File: config.mk
export PLATFORM = sky130hd
export DESIGN_NAME = raster_edge_scan
export DESIGN_NICKNAME = d
export VERILOG_FILES = /design/src/rtl/edge_scan_pkg.sv /design/src/rtl/scan_stepper.sv /design/src/rtl/raster_edge_scan.sv
export SDC_FILE = /design/constraint.sdc
export NUM_CORES = 1
export LEC_CHECK = 0
export CORE_AREA = 8 8 124 126
export DETAILED_ROUTE_END_ITERATION = 10
export DIE_AREA = 0 0 132 134
export PLACE_DENSITY = 0.95
export SYNTH_ARGS = -nofsm -noshare
export SYNTH_HDL_FRONTEND = slang
export SYNTH_SLANG_ARGS = --single-unit
File: constraint.sdc
create_clock -name clk -period 11.3 [get_ports clk]
set_input_delay 1.13 -clock clk [delete_from_list [all_inputs] [get_ports clk]]
set_output_delay 1.13 -clock clk [all_outputs]
set_load 0.05 [all_outputs]
File: src/rtl/edge_scan_pkg.sv
// Shared types for the raster edge-scan engine: scan directions, FSM states and default widths.
package edge_scan_pkg;

    localparam int DEF_COORD_W = 10;

    typedef enum logic [1:0] {
        UP    = 2'd0,
        DOWN  = 2'd1,
        LEFT  = 2'd2,
        RIGHT = 2'd3
    } dir_t;

    typedef enum logic [2:0] {
        ST_IDLE,
        ST_LOAD,
        ST_REQ,
        ST_EVAL,
        ST_DONE
    } scan_state_t;

endpackage

File: src/rtl/scan_stepper.sv
// Combinational raster walker: given the current pixel, produces the next pixel in scan order
// and flags whether the current pixel is the last one of the window.
module scan_stepper
    import edge_scan_pkg::*;
#(
    parameter int COORD_W = DEF_COORD_W,
    parameter int STEP_W  = 4
) (
    input  logic [COORD_W-1:0] cur_x,
    input  logic [COORD_W-1:0] cur_y,
    input  logic [COORD_W-1:0] x_lo,
    input  logic [COORD_W-1:0] x_hi,
    input  logic [COORD_W-1:0] y_lo,
    input  logic [COORD_W-1:0] y_hi,
    input  dir_t               dir,
    input  logic [STEP_W-1:0]  step,
    output logic [COORD_W-1:0] nxt_x,
    output logic [COORD_W-1:0] nxt_y,
    output logic               is_last
);

    logic               vert;
    logic               dec;
    logic [COORD_W:0]   stp;
    logic [COORD_W:0]   minor_sum;
    logic               minor_past;
    logic [COORD_W-1:0] minor_cur;
    logic [COORD_W-1:0] minor_lo;
    logic [COORD_W-1:0] minor_hi;
    logic [COORD_W-1:0] minor_nxt;
    logic [COORD_W-1:0] major_cur;
    logic [COORD_W-1:0] major_end;
    logic [COORD_W-1:0] major_nxt;

    // The minor step is done one bit wider so the bound test never sees a wrapped coordinate.
    always_comb begin
        vert      = (dir == UP) || (dir == DOWN);
        dec       = (dir == UP) || (dir == LEFT);
        stp       = (COORD_W+1)'(step);
        minor_cur = vert ? cur_y : cur_x;
        minor_lo  = vert ? y_lo : x_lo;
        minor_hi  = vert ? y_hi : x_hi;
        major_cur = vert ? cur_x : cur_y;
        major_end = vert ? (dec ? x_lo : x_hi) : (dec ? y_lo : y_hi);
        if (dec) begin
            minor_sum  = {1'b0, minor_cur} - stp;
            minor_past = minor_sum[COORD_W] || (minor_sum[COORD_W-1:0] < minor_lo);
            minor_nxt  = minor_past ? minor_hi : minor_sum[COORD_W-1:0];
            major_nxt  = minor_past ? (major_cur - 1'b1) : major_cur;
        end else begin
            minor_sum  = {1'b0, minor_cur} + stp;
            minor_past = minor_sum > {1'b0, minor_hi};
            minor_nxt  = minor_past ? minor_lo : minor_sum[COORD_W-1:0];
            major_nxt  = minor_past ? (major_cur + 1'b1) : major_cur;
        end
        nxt_x   = vert ? major_nxt : minor_nxt;
        nxt_y   = vert ? minor_nxt : major_nxt;
        is_last = minor_past && (major_cur == major_end);
    end

endmodule

File: src/rtl/raster_edge_scan.sv
// Window-scan engine: walks a pixel window over the cache req/ready handshake and reports the first hit.
// Optional EDGE_SCAN_MIN_RUN_EN: a hit needs RUN_LEN consecutive set pixels along one row/column.
module raster_edge_scan
    import edge_scan_pkg::*;
#(
    parameter int COORD_W = DEF_COORD_W,
    parameter int STEP_W  = 4,
    parameter int CNT_W   = 20,
    parameter int RUN_LEN = 3
) (
    input  logic               clk,
    input  logic               reset,
    input  logic               start,
    input  logic               abort,
    input  logic [COORD_W-1:0] x_lo,
    input  logic [COORD_W-1:0] x_hi,
    input  logic [COORD_W-1:0] y_lo,
    input  logic [COORD_W-1:0] y_hi,
    input  logic [1:0]         dir,
    input  logic [STEP_W-1:0]  step,
    output logic               busy,
    output logic               done,
    output logic               found,
    output logic               aborted,
    output logic               win_err,
    output logic [COORD_W-1:0] found_x,
    output logic [COORD_W-1:0] found_y,
    output logic [CNT_W-1:0]   pix_cnt,
    output logic               req,
    output logic [COORD_W-1:0] rd_x,
    output logic [COORD_W-1:0] rd_y,
    input  logic               ready,
    input  logic               pixel
);

    scan_state_t        state_q, state_d;
    logic [COORD_W-1:0] x_lo_q, x_lo_d, x_hi_q, x_hi_d, y_lo_q, y_lo_d, y_hi_q, y_hi_d;
    logic [COORD_W-1:0] cur_x_q, cur_x_d, cur_y_q, cur_y_d;
    logic [COORD_W-1:0] found_x_q, found_x_d, found_y_q, found_y_d;
    dir_t               dir_q, dir_d;
    logic [STEP_W-1:0]  step_q, step_d;
    logic               pixel_q, pixel_d, found_q, found_d, aborted_q, aborted_d, win_err_q, win_err_d;
    logic [CNT_W-1:0]   pix_cnt_q, pix_cnt_d;
    logic [COORD_W-1:0] nxt_x, nxt_y, hit_x, hit_y;
    logic               is_last, hit_now, start_ok;

    scan_stepper #(.COORD_W(COORD_W), .STEP_W(STEP_W)) u_stepper (
        .cur_x(cur_x_q), .cur_y(cur_y_q),
        .x_lo(x_lo_q), .x_hi(x_hi_q), .y_lo(y_lo_q), .y_hi(y_hi_q),
        .dir(dir_q), .step(step_q),
        .nxt_x(nxt_x), .nxt_y(nxt_y), .is_last(is_last)
    );

    assign start_ok = start && ((state_q == ST_IDLE) || (state_q == ST_DONE));

`ifdef EDGE_SCAN_MIN_RUN_EN
    localparam int RUN_W = $clog2(RUN_LEN + 1);

    logic [RUN_W-1:0]   run_cnt_q, run_cnt_d;
    logic [COORD_W-1:0] run_x_q, run_x_d, run_y_q, run_y_d;
    logic               minor_wrap;

    // A run is remembered by its first pixel; leaving the row/column breaks it.
    always_comb begin
        run_cnt_d  = run_cnt_q;
        run_x_d    = run_x_q;
        run_y_d    = run_y_q;
        minor_wrap = ((dir_q == UP) || (dir_q == DOWN)) ? (nxt_x != cur_x_q) : (nxt_y != cur_y_q);
        hit_now    = pixel_q && (run_cnt_q == RUN_W'(RUN_LEN - 1));
        hit_x      = (run_cnt_q == '0) ? cur_x_q : run_x_q;
        hit_y      = (run_cnt_q == '0) ? cur_y_q : run_y_q;
        if (start_ok) begin
            run_cnt_d = '0;
        end else if (state_q == ST_EVAL) begin
            if (pixel_q) begin
                run_cnt_d = run_cnt_q + 1'b1;
                if (run_cnt_q == '0) begin
                    run_x_d = cur_x_q;
                    run_y_d = cur_y_q;
                end
            end else begin
                run_cnt_d = '0;
            end
            if (minor_wrap) begin
                run_cnt_d = '0;
            end
        end
    end

    always_ff @(posedge clk) begin
        if (reset) begin
            run_cnt_q <= '0;
            run_x_q   <= '0;
            run_y_q   <= '0;
        end else begin
            run_cnt_q <= run_cnt_d;
            run_x_q   <= run_x_d;
            run_y_q   <= run_y_d;
        end
    end
`else
    assign hit_now = pixel_q;
    assign hit_x   = cur_x_q;
    assign hit_y   = cur_y_q;
`endif

    // Abort outranks both a pending cache response and a hit in the same cycle.
    always_comb begin
        state_d   = state_q;
        x_lo_d    = x_lo_q;
        x_hi_d    = x_hi_q;
        y_lo_d    = y_lo_q;
        y_hi_d    = y_hi_q;
        dir_d     = dir_q;
        step_d    = step_q;
        cur_x_d   = cur_x_q;
        cur_y_d   = cur_y_q;
        pixel_d   = pixel_q;
        found_d   = found_q;
        aborted_d = aborted_q;
        win_err_d = win_err_q;
        found_x_d = found_x_q;
        found_y_d = found_y_q;
        pix_cnt_d = pix_cnt_q;
        case (state_q)
            ST_IDLE, ST_DONE: begin
                if (start) begin
                    state_d   = ST_LOAD;
                    x_lo_d    = x_lo;
                    x_hi_d    = x_hi;
                    y_lo_d    = y_lo;
                    y_hi_d    = y_hi;
                    dir_d     = dir_t'(dir);
                    step_d    = (step == '0) ? STEP_W'(1) : step;
                    cur_x_d   = ((dir_t'(dir) == UP) || (dir_t'(dir) == LEFT)) ? x_hi : x_lo;
                    cur_y_d   = ((dir_t'(dir) == UP) || (dir_t'(dir) == LEFT)) ? y_hi : y_lo;
                    found_d   = 1'b0;
                    aborted_d = 1'b0;
                    win_err_d = 1'b0;
                    found_x_d = '0;
                    found_y_d = '0;
                    pix_cnt_d = '0;
                end
            end
            ST_LOAD: begin
                if (abort) begin
                    state_d   = ST_DONE;
                    aborted_d = 1'b1;
                end else if ((x_lo_q > x_hi_q) || (y_lo_q > y_hi_q)) begin
                    state_d   = ST_DONE;
                    win_err_d = 1'b1;
                end else begin
                    state_d = ST_REQ;
                end
            end
            ST_REQ: begin
                if (abort) begin
                    state_d   = ST_DONE;
                    aborted_d = 1'b1;
                end else if (ready) begin
                    state_d = ST_EVAL;
                    pixel_d = pixel;
                end
            end
            ST_EVAL: begin
                if (pix_cnt_q != '1) begin
                    pix_cnt_d = pix_cnt_q + 1'b1;
                end
                if (abort) begin
                    state_d   = ST_DONE;
                    aborted_d = 1'b1;
                end else if (hit_now) begin
                    state_d   = ST_DONE;
                    found_d   = 1'b1;
                    found_x_d = hit_x;
                    found_y_d = hit_y;
                end else if (is_last) begin
                    state_d = ST_DONE;
                end else begin
                    state_d = ST_REQ;
                    cur_x_d = nxt_x;
                    cur_y_d = nxt_y;
                end
            end
            default: state_d = ST_IDLE;
        endcase
    end

    always_ff @(posedge clk) begin
        if (reset) begin
            state_q   <= ST_IDLE;
            x_lo_q    <= '0;
            x_hi_q    <= '0;
            y_lo_q    <= '0;
            y_hi_q    <= '0;
            dir_q     <= UP;
            step_q    <= '0;
            cur_x_q   <= '0;
            cur_y_q   <= '0;
            pixel_q   <= 1'b0;
            found_q   <= 1'b0;
            aborted_q <= 1'b0;
            win_err_q <= 1'b0;
            found_x_q <= '0;
            found_y_q <= '0;
            pix_cnt_q <= '0;
        end else begin
            state_q   <= state_d;
            x_lo_q    <= x_lo_d;
            x_hi_q    <= x_hi_d;
            y_lo_q    <= y_lo_d;
            y_hi_q    <= y_hi_d;
            dir_q     <= dir_d;
            step_q    <= step_d;
            cur_x_q   <= cur_x_d;
            cur_y_q   <= cur_y_d;
            pixel_q   <= pixel_d;
            found_q   <= found_d;
            aborted_q <= aborted_d;
            win_err_q <= win_err_d;
            found_x_q <= found_x_d;
            found_y_q <= found_y_d;
            pix_cnt_q <= pix_cnt_d;
        end
    end

    assign busy    = (state_q == ST_LOAD) || (state_q == ST_REQ) || (state_q == ST_EVAL);
    assign done    = (state_q == ST_DONE);
    assign req     = (state_q == ST_REQ);
    assign rd_x    = cur_x_q;
    assign rd_y    = cur_y_q;
    assign found   = found_q;
    assign aborted = aborted_q;
    assign win_err = win_err_q;
    assign found_x = found_x_q;
    assign found_y = found_y_q;
    assign pix_cnt = pix_cnt_q;

endmodule

==> flow_summary.json <==
{
  "cts_max_level": 4,
  "cp_data_required_time_ns": 11.57,
  "cts_buffers": 17,
  "rows": 43,
  "dp_cells": 1236,
  "synthDistinctLibCells": 75,
  "p_switching_uw": 603.6,
  "cts_hold_buf": 0,
  "port_buffers": 117,
  "nets": 1179,
  "antenna_found_initial": 0,
  "via_per_inst": 6.436,
  "hold_viol_final": 0,
  "top_level_ports": 118,
  "place.gp.congestion": 1.010,
  "post-cts-setup-buffer-count": 0,
  "timing.fmax_ghz": 0.1603,
  "initial_core_util_pct": 58.29,
  "drive_gt1_share_pct": 7.077,
  "cts_tree": "yes",
  "clock_skew_ns": 0.006168,
  "layout_common_cells": "nand2_1 (162), clkdlybuf4s50_1 (116), dfxtp_1 (112)",
  "fin_tns_setup_ns": 0,
  "grt_pass1_wl_mm": 42.07,
  "grt_pass1_vias": 7973,
  "ys.warnings.count": 0,
  "worst_slack_ns": 5.061,
  "cts_resized": 0,
  "path_max_fanout": 73,
  "worstPathArrival_ns": 6.51,
  "p_seq_share_pct": 29.7,
  "critPathCaptureType": "flop",
  "die_h_um": 134,
  "drt-total-wl_mm": 26.61,
  "cts.sinks": 113,
  "swShare_pct": 39.22,
  "outcome": "completed",
  "root_buffer": "clkbuf_16",
  "route.detailed.drc": 0,
  "core_area_um2": 13500,
  "diodes": 0,
  "criticalPathCategory": "reg2reg",
  "rsz0062_at_grt": "false",
  "finalCriticalPeriod_ns": 6.239,
  "syn_area_per_cell_um2": 7.919,
  "power.density_nw_per_um2": 160.1,
  "leakage_uw": 0.003524,
  "synthFlopType": "dfxtp_1",
  "period_share_pct": 55.21,
  "dp_hpwl_mm": 19.48,
  "holdWs_ns": 0.4668,
  "drt-initial-drc-count": 1134,
  "layout_commonest_cell": "nand2_1",
  "drt-pass1-iter-count": 6,
  "gr-total-overflow": 0,
  "synth_nets": 1098,
  "setup_viol": 0,
  "p_int_uw": 935.5,
  "route.vias.total": 8161,
  "grt.total_usage_pct": 29.42,
  "drv_slew": 0,
  "area_growth_pct": 22.13,
  "synth-seq-cells": 113,
  "min_path_type": "reg2reg",
  "ant_nets": 0,
  "syn_area_um2": 7871,
  "die-width_um": 132,
  "postSynthCellCount": 994,
  "slew_headroom_pct": 28.85,
  "seq_area_frac_synth_pct": 28.74,
  "tightest_slew_ns": 1.067,
  "place_ws_ns": 5.379,
  "clkPwrFrac_pct": 34.0,
  "wl_per_cell_um": 20.99,
  "clk_pin_slew_ns": 0.06,
  "synthArstFlopShare_pct": 0,
  "clock_latency_ns": 0.42,
  "fin_cells": 1268,
  "dieArea_um2": 17690,
  "ir_worst_vdd_mv": 0.1237,
  "cp-start-kind": "flop",
  "synth_edf_count": 0,
  "drv_cap": 0,
  "clock_path_buffers": 2,
  "grt_max_degree": 97,
  "share_comb_of_total_power_pct": 36.4
}
==> Yosys cell counts, drive strengths merged, types with 6 or more instances <==
library cell / n / area share (%)
a211oi: 18 / 1.8
a21o: 7 / 0.67
a21oi: 104 / 6.6
and3: 10 / 0.79
buf: 16 / 1.4
clkbuf: 45 / 2.1
dfxtp: 113 / 29
ha: 50 / 7.9
inv: 37 / 1.8
mux2: 12 / 1.8
mux2i: 56 / 7.1
mux4: 10 / 2.9
nand2: 163 / 7.8
nand3: 43 / 2.8
nand3b: 6 / 0.57
nand4: 13 / 1.0
nor2: 64 / 3.1
nor3: 17 / 1.1
nor4: 8 / 0.64
o211ai: 9 / 0.92
o21ai: 42 / 2.7
o22ai: 14 / 1.1
xnor2: 22 / 2.4
xor2: 22 / 2.4
==> logic make-up (layout without fill, tap and decap cells) <==
group           after synthesis  count (layout)  share of synthesized area [%]
compound gates              253             253                          20.24
fa+ha+maj                    52              52                          8.457
xor+xnor                     44              44                          4.896
simple gates                355             355                          20.54
buf+inv                      99             193                          5.388
mux                          78              78                          11.75
flops                       113             113                          28.74
==> power by group through the flow <==
stage | Combinational (uW) | Clock (uW) | Sequential, uW
6_report | 560 | 523 | 457
2_1_floorplan | 373 | 0 | 466
3_5_place_dp | 531 | 0 | 462
3_3_place_gp | 528 | 0 | 461
4_1_cts | 537 | 521 | 454
5_1_grt | 598 | 542 | 458
==> worst paths after layout <==
check | startpoint | endpoint | slack, ns | cells after the start
max reg2reg | dir_q[1]$_SDFFE_PP0P_ | rd_x[4]$_SDFFE_PP0P_ | 5.06 | 17
min reg2reg | found_x[0]$_SDFFE_PP0P_ | found_x[0]$_SDFFE_PP0P_ | 0.47 | 2
max | dir_q[1]$_SDFFE_PP0P_ | rd_x[4]$_SDFFE_PP0P_ | 5.06 | 17
min | found_x[0]$_SDFFE_PP0P_ | found_x[0]$_SDFFE_PP0P_ | 0.47 | 2
==> through the flow <==
stage	area (um2)	power [uW]	utilization [%]
6_report	9613	1539	71.19
3_3_place_gp	9034	989.6	66.90
2_1_floorplan	7871	838.8	-
5_1_grt	9613	1598	71.19
3_5_place_dp	9034	993.0	66.90
4_1_cts	9613	1512	71.19
==> final cells by class <==
type,count,area (um2)
clock buffers,17,425.4
flip-flops and latches,113,2266
fillers,980,3891
well taps,180,225.2
clock inverters,15,153.9
inverters,38,142.6
multi-input cells,782,5189
repair buffers,123,1211
==> registers in the layout, indices dropped and copies added, names as in the netlist <==
register and cells:
state_q 3, hit_now 1, dir_q 2, pix_cnt 20, x_hi_q 10, x_lo_q 10
found_y 10, found_x 10, win_err 1, y_hi_q 10, rd_y 10, found 1
step_q 4, aborted 1, rd_x 10, y_lo_q 10
==> critical path: stages (launching register included) <==
cell	delay (ns)
dfxtp_4	1.00
mux2_2	0.44
ha_1	0.39
or3b_2	0.51
a31oi_1	0.36
o211ai_1	0.15
xnor2_1	0.18
ha_1	0.34
a211oi_1	0.22
nand2_1	0.08
o311ai_1	0.29
buf_4	0.24
a32o_2	0.23
o211a_1	0.23
or2_1	0.74
o21ai_0	0.32
o22ai_1	0.25
nor2_1	0.07
==> routing by layer <==
metal | part of all wire (%) | track usage [%] | routed length [um] | up-vias
li1 | - | - | - | 3746
met1 | 38 | 35.57 | 10050 | 3815
met2 | 46 | 46.75 | 12350 | 496
met3 | 11 | 7.442 | 2917 | 104
met4 | 4.9 | 17.10 | 1297 | 0
met5 | 0 | 0 | 0 | -
Power figures use the tool's default switching activity.
